==> config.mk <==
export PLATFORM = sky130hd
export DESIGN_NAME = mmio_uart_fifo_ctrl
export DESIGN_NICKNAME = d
export VERILOG_FILES = /design/src/rtl/mmio_uart_fifo_ctrl.sv
export SDC_FILE = /design/constraint.sdc
export NUM_CORES = 1
export LEC_CHECK = 0
export BUFFER_PORTS_ARGS = -buffer_cell sky130_fd_sc_hd__buf_2
export CELL_PAD_IN_SITES_DETAIL_PLACEMENT = 1
export CELL_PAD_IN_SITES_GLOBAL_PLACEMENT = 1
export CORE_UTILIZATION = 40
export CTS_CLUSTER_DIAMETER = 60
export DETAILED_ROUTE_END_ITERATION = 8
export MAX_ROUTING_LAYER = met4
export PLACE_DENSITY_LB_ADDON = 0.1
export SETUP_SLACK_MARGIN = 0.02
export SYNTH_ARGS = -nofsm -noshare
export SYNTH_HDL_FRONTEND = slang
export SYNTH_SLANG_ARGS = --single-unit
==> constraint.sdc <==
create_clock -name clk -period 3.15 [get_ports clk]
set_input_delay 0.1575 -clock clk [delete_from_list [all_inputs] [get_ports clk]]
set_output_delay 0.1575 -clock clk [all_outputs]
set_load 0.02 [all_outputs]
==> src/rtl/mmio_uart_fifo_ctrl.sv <==
// Memory-mapped I/O controller: TX/RX byte FIFOs toward a UART, sticky overflow flags,
// maskable level interrupt and cycle/instruction counters. Load data is registered.
module mmio_uart_fifo_ctrl #(
  parameter int unsigned XLEN     = 32,
  parameter int unsigned ADDR_W   = 5,
  parameter int unsigned TX_DEPTH = 8,
  parameter int unsigned RX_DEPTH = 8,
  parameter int unsigned CNT_W    = 32
) (
  input  logic              clk,
  input  logic              cpu_rst_n,
  input  logic              io_re,
  input  logic              io_we,
  input  logic [3:0]        io_wstrb,
  input  logic [ADDR_W-1:0] io_addr,
  input  logic [XLEN-1:0]   io_wdata,
  input  logic              instr_retire,
  output logic [XLEN-1:0]   io_rdata,
  output logic [7:0]        uart_tx_data,
  output logic              uart_tx_valid,
  input  logic              uart_tx_ready,
  input  logic [7:0]        uart_rx_data,
  input  logic              uart_rx_valid,
  output logic              uart_rx_ready,
  output logic              irq
);

  localparam int unsigned TxPw = $clog2(TX_DEPTH);
  localparam int unsigned TxCw = TxPw + 1;
  localparam int unsigned RxPw = $clog2(RX_DEPTH);
  localparam int unsigned RxCw = RxPw + 1;

  localparam logic [TxCw-1:0] TxFullCnt = TxCw'(TX_DEPTH);
  localparam logic [RxCw-1:0] RxFullCnt = RxCw'(RX_DEPTH);

  localparam logic [ADDR_W-1:0] AddrStatus  = ADDR_W'(0);
  localparam logic [ADDR_W-1:0] AddrRxData  = ADDR_W'(1);
  localparam logic [ADDR_W-1:0] AddrTxData  = ADDR_W'(2);
  localparam logic [ADDR_W-1:0] AddrIrqEn   = ADDR_W'(3);
  localparam logic [ADDR_W-1:0] AddrCycle   = ADDR_W'(4);
  localparam logic [ADDR_W-1:0] AddrInstr   = ADDR_W'(5);
  localparam logic [ADDR_W-1:0] AddrCntClr  = ADDR_W'(6);
  localparam logic [ADDR_W-1:0] AddrFlagClr = ADDR_W'(7);

  logic [7:0]      tx_mem_q [TX_DEPTH];
  logic [TxPw-1:0] tx_wptr_q, tx_wptr_d, tx_rptr_q, tx_rptr_d;
  logic [TxCw-1:0] tx_cnt_q, tx_cnt_d;
  logic [7:0]      rx_mem_q [RX_DEPTH];
  logic [RxPw-1:0] rx_wptr_q, rx_wptr_d, rx_rptr_q, rx_rptr_d;
  logic [RxCw-1:0] rx_cnt_q, rx_cnt_d;
  logic            tx_ovf_q, tx_ovf_d, rx_ovf_q, rx_ovf_d;
  logic [1:0]      irq_en_q, irq_en_d;
  logic [CNT_W-1:0] cycle_q, cycle_d, instr_q, instr_d;
  logic [XLEN-1:0] rdata_q, rdata_d;

  logic wr_en, tx_wr, tx_push, tx_pop, tx_full, tx_empty;
  logic rx_in, rx_push, rx_pop, rx_full, rx_empty;
  logic tx_ovf_set, rx_ovf_set, cnt_clr, flag_clr;

  // Only store data bits [7:0] and [1:0] are architecturally used.
  logic unused_wdata;
  assign unused_wdata = ^io_wdata;

  // Push/pop decode; a push into a full FIFO is legal when the same cycle pops.
  always_comb begin
    wr_en      = io_we & (|io_wstrb);
    tx_full    = (tx_cnt_q == TxFullCnt);
    tx_empty   = (tx_cnt_q == '0);
    rx_full    = (rx_cnt_q == RxFullCnt);
    rx_empty   = (rx_cnt_q == '0);
    tx_wr      = wr_en & (io_addr == AddrTxData);
    tx_pop     = ~tx_empty & uart_tx_ready;
    tx_push    = tx_wr & (~tx_full | tx_pop);
    tx_ovf_set = tx_wr & ~tx_push;
    rx_pop     = io_re & (io_addr == AddrRxData) & ~rx_empty;
    rx_in      = uart_rx_valid & uart_rx_ready;
    rx_push    = rx_in & (~rx_full | rx_pop);
    rx_ovf_set = rx_in & ~rx_push;
    cnt_clr    = wr_en & (io_addr == AddrCntClr);
    flag_clr   = wr_en & (io_addr == AddrFlagClr);
  end

  // Next-state for pointers, counts, flags, IRQ enable and counters.
  always_comb begin
    tx_wptr_d = tx_push ? tx_wptr_q + TxPw'(1) : tx_wptr_q;
    tx_rptr_d = tx_pop  ? tx_rptr_q + TxPw'(1) : tx_rptr_q;
    tx_cnt_d  = tx_cnt_q;
    if (tx_push && !tx_pop) tx_cnt_d = tx_cnt_q + TxCw'(1);
    if (tx_pop && !tx_push) tx_cnt_d = tx_cnt_q - TxCw'(1);

    rx_wptr_d = rx_push ? rx_wptr_q + RxPw'(1) : rx_wptr_q;
    rx_rptr_d = rx_pop  ? rx_rptr_q + RxPw'(1) : rx_rptr_q;
    rx_cnt_d  = rx_cnt_q;
    if (rx_push && !rx_pop) rx_cnt_d = rx_cnt_q + RxCw'(1);
    if (rx_pop && !rx_push) rx_cnt_d = rx_cnt_q - RxCw'(1);

    // A fresh overflow beats a same-cycle clear.
    tx_ovf_d = (tx_ovf_q & ~flag_clr) | tx_ovf_set;
    rx_ovf_d = (rx_ovf_q & ~flag_clr) | rx_ovf_set;

    irq_en_d = (wr_en && io_addr == AddrIrqEn) ? io_wdata[1:0] : irq_en_q;

    cycle_d = cnt_clr ? '0 : cycle_q + CNT_W'(1);
    instr_d = cnt_clr ? '0 : instr_q + CNT_W'(instr_retire);
  end

  // Registered load mux; every source is pre-update state.
  always_comb begin
    rdata_d = rdata_q;
    if (io_re) begin
      rdata_d = '0;
      case (io_addr)
        AddrStatus: begin
          rdata_d[0]          = ~tx_full;
          rdata_d[1]          = ~rx_empty;
          rdata_d[2]          = rx_ovf_q;
          rdata_d[3]          = tx_ovf_q;
          rdata_d[8 +: TxCw]  = tx_cnt_q;
          rdata_d[16 +: RxCw] = rx_cnt_q;
        end
        AddrRxData: rdata_d[7:0] = rx_empty ? 8'h00 : rx_mem_q[rx_rptr_q];
        AddrIrqEn:  rdata_d[1:0] = irq_en_q;
        AddrCycle:  rdata_d[CNT_W-1:0] = cycle_q;
        AddrInstr:  rdata_d[CNT_W-1:0] = instr_q;
        default:    rdata_d = '0;
      endcase
    end
  end

  // Control state with synchronous active-low reset.
  always_ff @(posedge clk) begin
    if (!cpu_rst_n) begin
      tx_wptr_q <= '0;
      tx_rptr_q <= '0;
      tx_cnt_q  <= '0;
      rx_wptr_q <= '0;
      rx_rptr_q <= '0;
      rx_cnt_q  <= '0;
      tx_ovf_q  <= 1'b0;
      rx_ovf_q  <= 1'b0;
      irq_en_q  <= '0;
      cycle_q   <= '0;
      instr_q   <= '0;
      rdata_q   <= '0;
    end else begin
      tx_wptr_q <= tx_wptr_d;
      tx_rptr_q <= tx_rptr_d;
      tx_cnt_q  <= tx_cnt_d;
      rx_wptr_q <= rx_wptr_d;
      rx_rptr_q <= rx_rptr_d;
      rx_cnt_q  <= rx_cnt_d;
      tx_ovf_q  <= tx_ovf_d;
      rx_ovf_q  <= rx_ovf_d;
      irq_en_q  <= irq_en_d;
      cycle_q   <= cycle_d;
      instr_q   <= instr_d;
      rdata_q   <= rdata_d;
    end
  end

  // FIFO storage needs no reset: counts gate every read of it.
  always_ff @(posedge clk) begin
    if (tx_push) tx_mem_q[tx_wptr_q] <= io_wdata[7:0];
    if (rx_push) rx_mem_q[rx_wptr_q] <= uart_rx_data;
  end

  assign io_rdata      = rdata_q;
  assign uart_tx_valid = ~tx_empty;
  assign uart_tx_data  = tx_mem_q[tx_rptr_q];
  assign uart_rx_ready = cpu_rst_n;
  assign irq           = (irq_en_q[0] & ~rx_empty) | (irq_en_q[1] & tx_empty);

endmodule
### Word-level counts from Yosys, hierarchy flattened

Memory sizes are Yosys's and may differ from the RTL's. A register that Yosys moved wholly into a read port is not among the register bits.
Cells that the tools add are included.

* input bits: 56
* latch bits: 0
* memories kept: 2
* memory bits (read-only): 0
* bits in registers: 120
* output and inout bits: 43
* logic and storage cells: 98
* memory bits (writable): 128

Memory list
* rx_mem_q: depth 8, width 8, read ports 1, clocked after memory_dff 1, write ports 1, line 48 `logic [7:0] rx_mem_q [RX_DEPTH];`
* tx_mem_q: depth 8, width 8, read ports 1, clocked after memory_dff 1, write ports 1, line 45 `logic [7:0] tx_mem_q [TX_DEPTH];`

* mux-type cells: 20
* $add $sub $neg: 10
* shift-type cells: 0
* div/mod/pow operators: 0
* bitwise gates (word level): 29
* eq/ne operators: 9
* $mul: 0
* order comparisons: 0
* reduce and logical (&&, ||, !) cells: 16

Operator list (number)
* $pmux W4 S3: 3
* $add A32 B1 Y32: 1
* $add A32 B1 Y32 const B: 1
* $pmux W12 S2: 1
* $eq A5 B3 Y1 const B: 4
* $and A1 B1 Y1: 16
* $mux W4: 4
* $add A3 B1 Y3 const B: 4
* $mux W3: 4
* $eq A5 B2 Y1 const B: 2
* $pmux W2 S5: 1
* $add A4 B1 Y4 const B: 2
* $eq A4 B4 Y1 const B: 2
* $logic_not A4 Y1: 2
* $mux W8: 1
* $not A1 Y1: 8
* $pmux W2 S4: 1
* $pmux W4 S2: 1
* $sub A4 B1 Y4 const B: 2
* $eq A5 B1 Y1 const B: 1
* $logic_and A1 B1 Y1: 5
* $logic_not A5 Y1: 1
* $or A1 B1 Y1: 5
* $logic_not A1 Y1: 4
* other kinds (4): 8

### Depth between registers and ports, before layout

Gate-level depths: netlist of run 1.

* word-level depth: 8
* gate-level depth with buffers: 11
* mapped depth without buffers: 9

### Worst setup path after synthesis of run 1

Ideal clock, no wire load.

* path kind: input -> register
* from: in io_addr[2]
* to: mem rx_mem_q[1][0] (enable)
* required time: 2752 ps
* path slack: 426 ps
* setup time: 398 ps
* path buffers: 1
* stages on the path: 5
* arrival time: 2326 ps
* cells stage by stage: buf_2 -> or4b_4 -> o31ai_2 -> nand3_1 -> nor4b_1

* longest elaborated chain between the ends: 7

RTL lines
* from (decl): line 15 `input logic [ADDR_W-1:0] io_addr,`
* $eq A5 B1 Y1: line 75 `rx_pop = io_re & (io_addr == AddrRxData) & ~rx_empty;`
* $and A1 B1 Y1 (2 in series): line 75
* $or A1 B1 Y1: line 77 `rx_push = rx_in & (~rx_full | rx_pop);`
* $and A1 B1 Y1: line 77
* $mux W1: line 164 `if (rx_push) rx_mem_q[rx_wptr_q] <= uart_rx_data;`
* $mux W1 (implied by the code): line 164
* to (decl): line 48

No other way between the ends.

### Final worst setup path of run 1

* from: reg rx_cnt_q[0]
* to: reg rx_cnt_q[3]

* longest elaborated chain between the ends: 8
* elaborated cells on any way between the ends: 16
* those cells by class: add/sub: 2; eq/ne: 1; mux: 2; bitwise: 5; reduce/logical: 6

RTL lines
* from (decl): line 50 `logic [RxCw-1:0] rx_cnt_q, rx_cnt_d;`
* from (signal assigned): line 151 `rx_cnt_q <= rx_cnt_d;`
* $logic_not A4 Y1: line 70 `rx_empty = (rx_cnt_q == '0);`
* $not A1 Y1: line 75
* $and A1 B1 Y1: line 75
* $or A1 B1 Y1: line 77
* $and A1 B1 Y1: line 77
* $logic_not A1 Y1: line 95 `if (rx_pop && !rx_push) rx_cnt_d = rx_cnt_q - RxCw'(1);`
* $logic_and A1 B1 Y1: line 95
* $mux W4 / $reduce_bool A2 Y1 (equally long branches)

Parallel ways exist; a longest one is shown, timed or not. The select of a mux whose other input is x is not followed.
A chain may end at the register's enable or synchronous reset.

==> summary.txt, run 1 <==
Worst setup path
  • CP peak stage delay: 0.69 ns
  • Crit path kind: flop to flop
  • Startpoint Class: flop
  • FF-to-FF setup slack: 0.43 ns
  • CP required: 3.61 ns
  • Crit-path slowest cell: or4_1
  • CP Capture Type: flop
  • Critical path fanouts, max: 8
  • Worst EP arrival: 3.18 ns
  • CP bufs+invs: 1
  • Critical R2R Launch: rx_cnt_q[0]$_SDFFE_PN0P_
  • CP top delay family: simple AND/OR/NAND/NOR gates
  • Crit Reg-Reg Endpoint: rx_cnt_q[3]$_SDFFE_PN0P_
  • Worst r2r path cells: 9
  • CP cell instances: or4_1 > nand3_1 > a21o_1 > inv_1 > ha_1 > a21o_1 > a21oi_1 > mux2i_1 > mux2i_1

Global route
  • GRT Util Overall: approximately a fifth
  • Grt total ovfl: 0
  • Largest net degree at the start of global routing: 48
  • First-pass GRT wire length: roughly 44000 um
  • Vias in the first global route: 7718
  • Initial antenna violation count: 0

Route
  • Routed wire length: 27900 um
  • Vias per Instance: approximately 5.7
  • DR DRC count: 0
  • Drt pass-1 iters: 7
  • DRT antenna net count: 0
  • DR WL/cell: 20.5 um
  • DR iter-0 viols: 479
  • Via count: 7701

Pwr
  • Pwr dens: ~600 nW/um2
  • Worst VDD drop: about 0.46 mV
  • P_leak: 4.35 nW
  • Pwr Total: 7.66 mW

Floorplanning
  • Initial Utilization: 40.8%
  • Die ar.: 28100 um2
  • Core area: approximately 27000 um2
  • Die H: 168 um
  • Die Wd: roughly 170 um
  • Row Count: 60
  • Ports: 99

Finish
  • Final Net Count: between 1000 and 1500
  • Diode count: 0
  • Util after Layout: 47.9%
  • Fraction of layout cells with a size suffix above 1: 20.4%
  • Non-filler cells, final: 1358
  • Area Growth Syn to Fin: 17.4%

Clock network
  • Skew-Pair Late Insertion Delay: roughly 0.54 ns
  • Cts bufs inserted: 28
  • Buffer count from post-CTS setup fixing: 0
  • CTS HTree Levels: 1
  • CTS clk-pin slew, worst paths: 0.06 ns
  • Clock Tree Root: clkbuf_16
  • Clk buf depth: 3
  • TritonCTS clock tree: done
  • Post-cts gate resize count: 0
  • CTS sink cnt: between 200 and 300

Timing
  • Period utilization: 86.2%
  • Tmin final: 2.72 ns
  • Total Negative Setup Slacks: 0 ns
  • Clk_skew: 0.0197 ns
  • Max-slew violations: 0
  • Final Hold Violating Endpoints: 0
  • Unrepaired setup endpoints after global routing: no
  • Slew headroom: 23.0%
  • FMAX: between 300 and 400 MHz
  • Final setup fails: 0
  • Worst-Margin Slew: between 1 and 1.5 ns

Synth
  • Synth Flop Type: edfxtp_1
  • FFs w/ async S/R, synth: 0%
  • Synth warn: 0
  • Seq/Total Area, Yosys: around three fifths
  • Total nets after synthesis: 969
  • Post-Syn Instances: 900
  • Register bit total from synthesis: 254
  • Number of synthesized flops with an enable pin: 128
  • Synth unique cells: 64
  • Syn Area/Cell: 12.2 um2
  • Netlist Area Pre-Place: 11000 um2

Worst hold path
  • HP Class: input pin to flop
  • Min-delay src: uart_tx_ready
  • Hold Path Depth: 4

Status
  • Outcome: finished, final reports clean

Placed design
  • Global placement routability congestion: 0.810
  • Post-Place Cells: about 1300
  • Dpl hpwl: around 19000 um
  • Port bufs: 74

Run
  • Max_cap viols: 0
-- kinds of logic after synthesis --
family,share of synthesized area [%]
buffers and inverters,2.82
AOI/OAI and AO/OA,10.1
muxes,10.4
and+or+nand+nor,14.7
DFF,58.1
xor gates and xnor gates,2.24
adders and majority gates,1.62
-- metal layers --
metal  vias up  routed length (um)  track usage (%)  part of all wire, %
met5         -                   0                -                    0
met2       127               13100             32.3                   47
met3        38                 905             2.67                  3.2
met4         0                 575             4.63                  2.1
li1       3663                   -                -                    -
met1      3873               13300             28.7                   48
-- worst max path at each step --
stage,startpoint,to,slack [ns],depth (start not counted)
finish,rx_cnt_q[0]$_SDFFE_PN0P_,rx_cnt_q[3]$_SDFFE_PN0P_,0.43,9
global route,rx_cnt_q[0]$_SDFFE_PN0P_,rx_cnt_q[3]$_SDFFE_PN0P_,0.24,9
CTS,rx_cnt_q[0]$_SDFFE_PN0P_,rx_cnt_q[3]$_SDFFE_PN0P_,0.44,9
global placement,rx_cnt_q[0]$_SDFFE_PN0P_,rx_cnt_q[3]$_SDFFE_PN0P_,0.53,9
detailed placement,io_addr[4],tx_mem_q[0][7]$_DFFE_PP_,0.47,5
floorplan,io_addr[2],rx_mem_q[1][0]$_DFFE_PP_,0.43,5
-- report_power, final --
group	total, mW	leakage, nW	internal (mW)	switching (mW)
logic	0.793	1.73	0.346	0.448
clock network	3.24	0.445	1.95	1.29
registers	3.62	2.17	3.54	0.0832
-- area by class of cell --
| class | count | area (um2) |
|---|---|---|
| inverters | 17 | 63.8 |
| fillers | 2832 | 14000 |
| repair buffers | 123 | 786 |
| multi-input cells | 571 | 4320 |
| well taps | 341 | 427 |
| clock inverters | 13 | 138 |
| flip-flops and latches | 254 | 6370 |
| clock buffers | 39 | 773 |
-- layout by cell type, fill, tap and decap left out, types with 22 or more instances in the layout --
cell       count
buf_2         74
mux4_2        32
nor2_1        59
a21oi_1       31
dfxtp_1      126
o21ai_0       25
nand3_1       33
or4_1         22
nand2_1       68
mux2i_1       25
a22oi_1       23
clkbuf_16     29
buf_4         30
edfxtp_1     128
-- per-stage QoR --
stage                     hold slack (ns)  setup slack (ns)  instance area, um2
after floorplan                     0.256             0.426               11000
after global placement              0.432             0.535               11800
after detailed placement            0.437             0.472               11800
after CTS                          0.0289             0.439               12900
after global routing               0.0625             0.243               12900
final                              0.0617             0.435               12900
-- timing repair --
item                                    in CTS  in global routing
hold buffers                                19                  0
endpoints found under the hold margin      132                  0
endpoints found under the setup margin       0                  0
-- worst register-to-register path, delay by kind of cell (launching register included) --
| kind | cells | cell delay (ns) |
|---|---|---|
| flops | 1 | 0.38 |
| simple gates | 2 | 0.95 |
| mux | 2 | 0.46 |
| buf+inv | 1 | 0.07 |
| compound gates | 3 | 0.50 |
| fa+ha+maj | 1 | 0.28 |
-- synthesized netlist by cell type, types with 7 or more instances --
library cell  number  area, um2
edfxtp_1         128       3840
buf_1              7       26.3
o21ai_0           25        125
o31ai_1           21        158
nand4_1           20        125
a21oi_1           31        155
clkbuf_1          38        143
nor2_1            60        225
mux4_2            32        721
or4_1             22        165
inv_1             16       60.1
nor3_1            13       65.1
nand3_1           33        165
a222oi_1           8       80.1
nand2b_1          19        119
mux2i_1           25        250
nor4_1            12       75.1
mux2_2            15        169
xnor2_1           13        114
dfxtp_1          126       2520
nand2_1           68        255
or3_1              7       43.8
a211oi_1          17        128
a22oi_1           23        173
and4_1            12        105
ha_1              11        138
xor2_1            15        131
buf_2              9       45.0
-- flip-flops by register name, summed over array words and instances, names as in the netlist, 4 cells and up, named ones only --
name and count:
tx_cnt_q 4, rx_cnt_q 4, rx_mem_q 64, instr_q 32, tx_mem_q 64, io_rdata 32
cycle_q 32
Power figures use the tool's default switching activity.
==> run 2: changes to the inputs <==
BUFFER_PORTS_ARGS = default   (was -buffer_cell sky130_fd_sc_hd__buf_2)
DONT_BUFFER_PORTS = 1   (was default)
GPL_TIMING_DRIVEN = 0   (was default)
==> summary.txt, run 2 (synthesis gave the netlist of run 1 again) <==
Placed design
  • Pre-CTS setup slack: -0.329 ns (-0.802 ns)
  • Dpl hpwl: 22500 um (+17%)
  • Port bufs: 0 (-100%)
  • Global placement routability congestion: 0.854 (+5.4%)
  • Post-Place Cells: 1246 (-3.2%)

Timing
  • Max-slew violations: 0 (unchanged)
  • Final setup margin: 0.266 ns (-0.168 ns)
  • FMAX: 347 MHz (-5.8%)
  • Final setup fails: 0 (unchanged)
  • Final Hold Violating Endpoints: 0 (unchanged)
  • Worst-Margin Slew: 1.21 ns (+0.0682 ns)
  • Tmin final: 2.88 ns (+0.168 ns)
  • Slew headroom: 17.9% (-5.1 points)
  • Period utilization: 91.6% (+5.3 points)
  • Clk_skew: 0.0259 ns (+0.00618 ns)
  • Unrepaired setup endpoints after global routing: no

Status
  • Outcome: finished, final reports clean

Global route
  • GRT Util Overall: 23.4% (+2.8 points)
  • Initial antenna violation count: 0 (unchanged)
  • Largest net degree at the start of global routing: 16 (-67%)
  • First-pass GRT wire length: 48700 um (+11%)
  • Grt total ovfl: 0 (unchanged)
  • Vias in the first global route: 8387 (+8.7%)

Worst setup path
  • CP cell instances: buf_2 > or4_1 > clkbuf_1 > nand3_1 > a21o_1 > inv_1 > ha_1 > a21o_1 > a21oi_1 > mux2i_1 > mux2i_1
  • Startpoint Class: flop
  • Critical R2R Launch: rx_cnt_q[0]$_SDFFE_PN0P_
  • FF-to-FF setup slack: 0.27 ns (-0.17 ns)
  • Worst r2r path cells: 11 (+2)
  • Critical path fanouts, max: 8 (unchanged)
  • CP peak stage delay: 0.50 ns (-0.19 ns)
  • CP top delay family: simple AND/OR/NAND/NOR gates
  • Crit path kind: flop to flop
  • Worst EP arrival: 3.38 ns (+0.20 ns)
  • Crit Reg-Reg Endpoint: rx_cnt_q[3]$_SDFFE_PN0P_
  • CP bufs+invs: 3 (+2)
  • CP required: 3.64 ns (+0.03 ns)
  • Crit-path slowest cell: or4_1
  • CP Capture Type: flop

Finish
  • Largest regs: rx_mem_q (64), tx_mem_q (64)
  • Final Net Count: 1033 (-2.9%)
  • Fill cells: 2828 (-0.14%)
  • Sequential Area: 6370 um2 (unchanged)
  • Area Growth Syn to Fin: 16.2%
  • Most common cell after layout, fill and taps aside: edfxtp_1
  • Most frequent cells in the layout: 128 x edfxtp_1, 126 x dfxtp_1, 68 x nand2_1, 60 x nor2_1, 40 x clkbuf_1
  • Diode count: 0 (unchanged)
  • Util after Layout: 47.4% (-0.49 points)
  • Multi-input logic area: 4340 um2 (+0.49%)
  • Non-filler cells, final: 1327 (-2.3%)
  • Fraction of layout cells with a size suffix above 1: 13.7% (-6.7 points)

Worst hold path
  • HP Class: input pin to flop
  • Hold Path Sink: tx_ovf_q$_SDFF_PN0_
  • Min-delay src: io_addr[3]
  • Hold Path Depth: 3 (-1)

Floorplanning
  • Row Count: 60 (unchanged)
  • Die ar.: 28100 um2 (unchanged)
  • Core area: 26900 um2 (unchanged)
  • Initial Utilization: 40.8% (unchanged)
  • Die H: 168 um (unchanged)
  • Ports: 99 (unchanged)
  • Die Wd: 168 um (unchanged)

Pwr
  • Pwr Total: 7.88 mW (+2.9%)
  • Worst VDD drop: 0.478 mV (+4.8%)
  • Pwr dens: 619 nW/um2 (+4.0%)
  • P_leak: 4.08 nW (-6.2%)

Route
  • DR iter-0 viols: 580 (+21%)
  • Drt pass-1 iters: 8 (+1)
  • Via count: 7939 (+3.1%)
  • Routed wire length: 31400 um (+13%)
  • Vias per Instance: 5.98 (+5.5%)
  • DR WL/cell: 23.7 um (+15%)
  • DRT antenna net count: 0 (unchanged)
  • DR DRC count: 0 (unchanged)

Clock network
  • Skew-Pair Late Insertion Delay: 0.56 ns (+0.02 ns)
  • Post-cts gate resize count: 0 (unchanged)
  • Clk buf depth: 3 (unchanged)
  • TritonCTS clock tree: done
  • CTS HTree Levels: 1 (unchanged)
  • CTS sink cnt: 254 (unchanged)
  • Buffer count from post-CTS setup fixing: 0 (unchanged)
  • CTS clk-pin slew, worst paths: 0.07 ns (about the same)
  • Cts bufs inserted: 30 (+7.1%)
  • Clock Tree Root: clkbuf_16

Run
  • Max_cap viols: 0 (unchanged)
==> run 2: cell types whose count changed in the layout (fill, tap and decap cells not counted), moves of 4 or more <==
| cell | before | now |
|---|---|---|
| buf_2 | 74 | 10 |
| clkbuf_1 | 9 | 40 |
| buf_4 | 30 | 7 |
| buf_1 | 0 | 7 |
| dlygate4sd3_1 | 19 | 26 |
| nor3_1 | 13 | 9 |
| nor3_2 | 0 | 4 |
==> run 2: worst reg2reg max path: stages, from the launching register on <==
cell      delay (ns)
dfxtp_1         0.29
buf_2           0.17
or4_1           0.51
clkbuf_1        0.23
nand3_1         0.30
a21o_1          0.17
inv_1           0.07
ha_1            0.28
a21o_1          0.18
a21oi_1         0.18
mux2i_1         0.25
mux2i_1         0.20
==> run 2: cell type report <==
| cell class | count | share of cell area, % |
|---|---|---|
| Clock inverter | 22 | 1.87 |
| Sequential cell | 254 | 50.0 |
| Tap cell | 341 | 3.35 |
| Clock buffer | 32 | 5.95 |
| Buffer | 58 | 1.93 |
| Multi-Input combinational cell | 571 | 34.0 |
| Inverter | 17 | 0.501 |
| Timing Repair Buffer | 32 | 2.38 |
==> run 2: how the worst max path moves through the flow <==
stage	start	end	slack [ns]	cells after the start
final	rx_cnt_q[0]$_SDFFE_PN0P_	rx_cnt_q[3]$_SDFFE_PN0P_	0.27	11
after detailed placement	io_addr[0]	tx_mem_q[2][4]$_DFFE_PP_	-0.33	5
after global placement	io_addr[0]	rx_mem_q[1][2]$_DFFE_PP_	-0.74	5
after CTS	io_addr[4]	rx_mem_q[5][4]$_DFFE_PP_	0.06	5
after global routing	flop	uart_tx_data[0]	0.13	4
after floorplan	io_addr[2]	rx_mem_q[1][0]$_DFFE_PP_	0.43	5
==> run 2: power by group <==
part	leakage (nW)	switching [mW]	internal, mW	total [mW]
Sequential	2.17	0.101	3.54	3.64
Clock	0.484	1.41	2.08	3.49
Combinational	1.42	0.440	0.307	0.747
Total	4.08	1.96	5.92	7.88
==> run 2: metrics by stage <==
step,area (um2),TNS [ns],hold WS [ns]
2_1_floorplan,11000,0,0.256
3_3_place_gp,11400,-20.35,0.257
3_5_place_dp,11500,-4.67,0.257
4_1_cts,12700,0,0.0126
5_1_grt,12700,0,0.0509
6_report,12700,0,0.0396
==> run 2: repair_timing <==
item / CTS / global route
setup endpoints to repair: 0 / 0
hold buffers: 26 / 0
endpoints found under the hold margin: 155 / 0
==> run 2: per-layer routing <==
layer,share of wire (%),vias to the layer above,global-route usage [%]
met5,0,-,-
met4,3.1,0,7.38
met3,5.9,56,5.15
met2,48,215,38.2
met1,42,4053,29.0
li1,-,3615,-
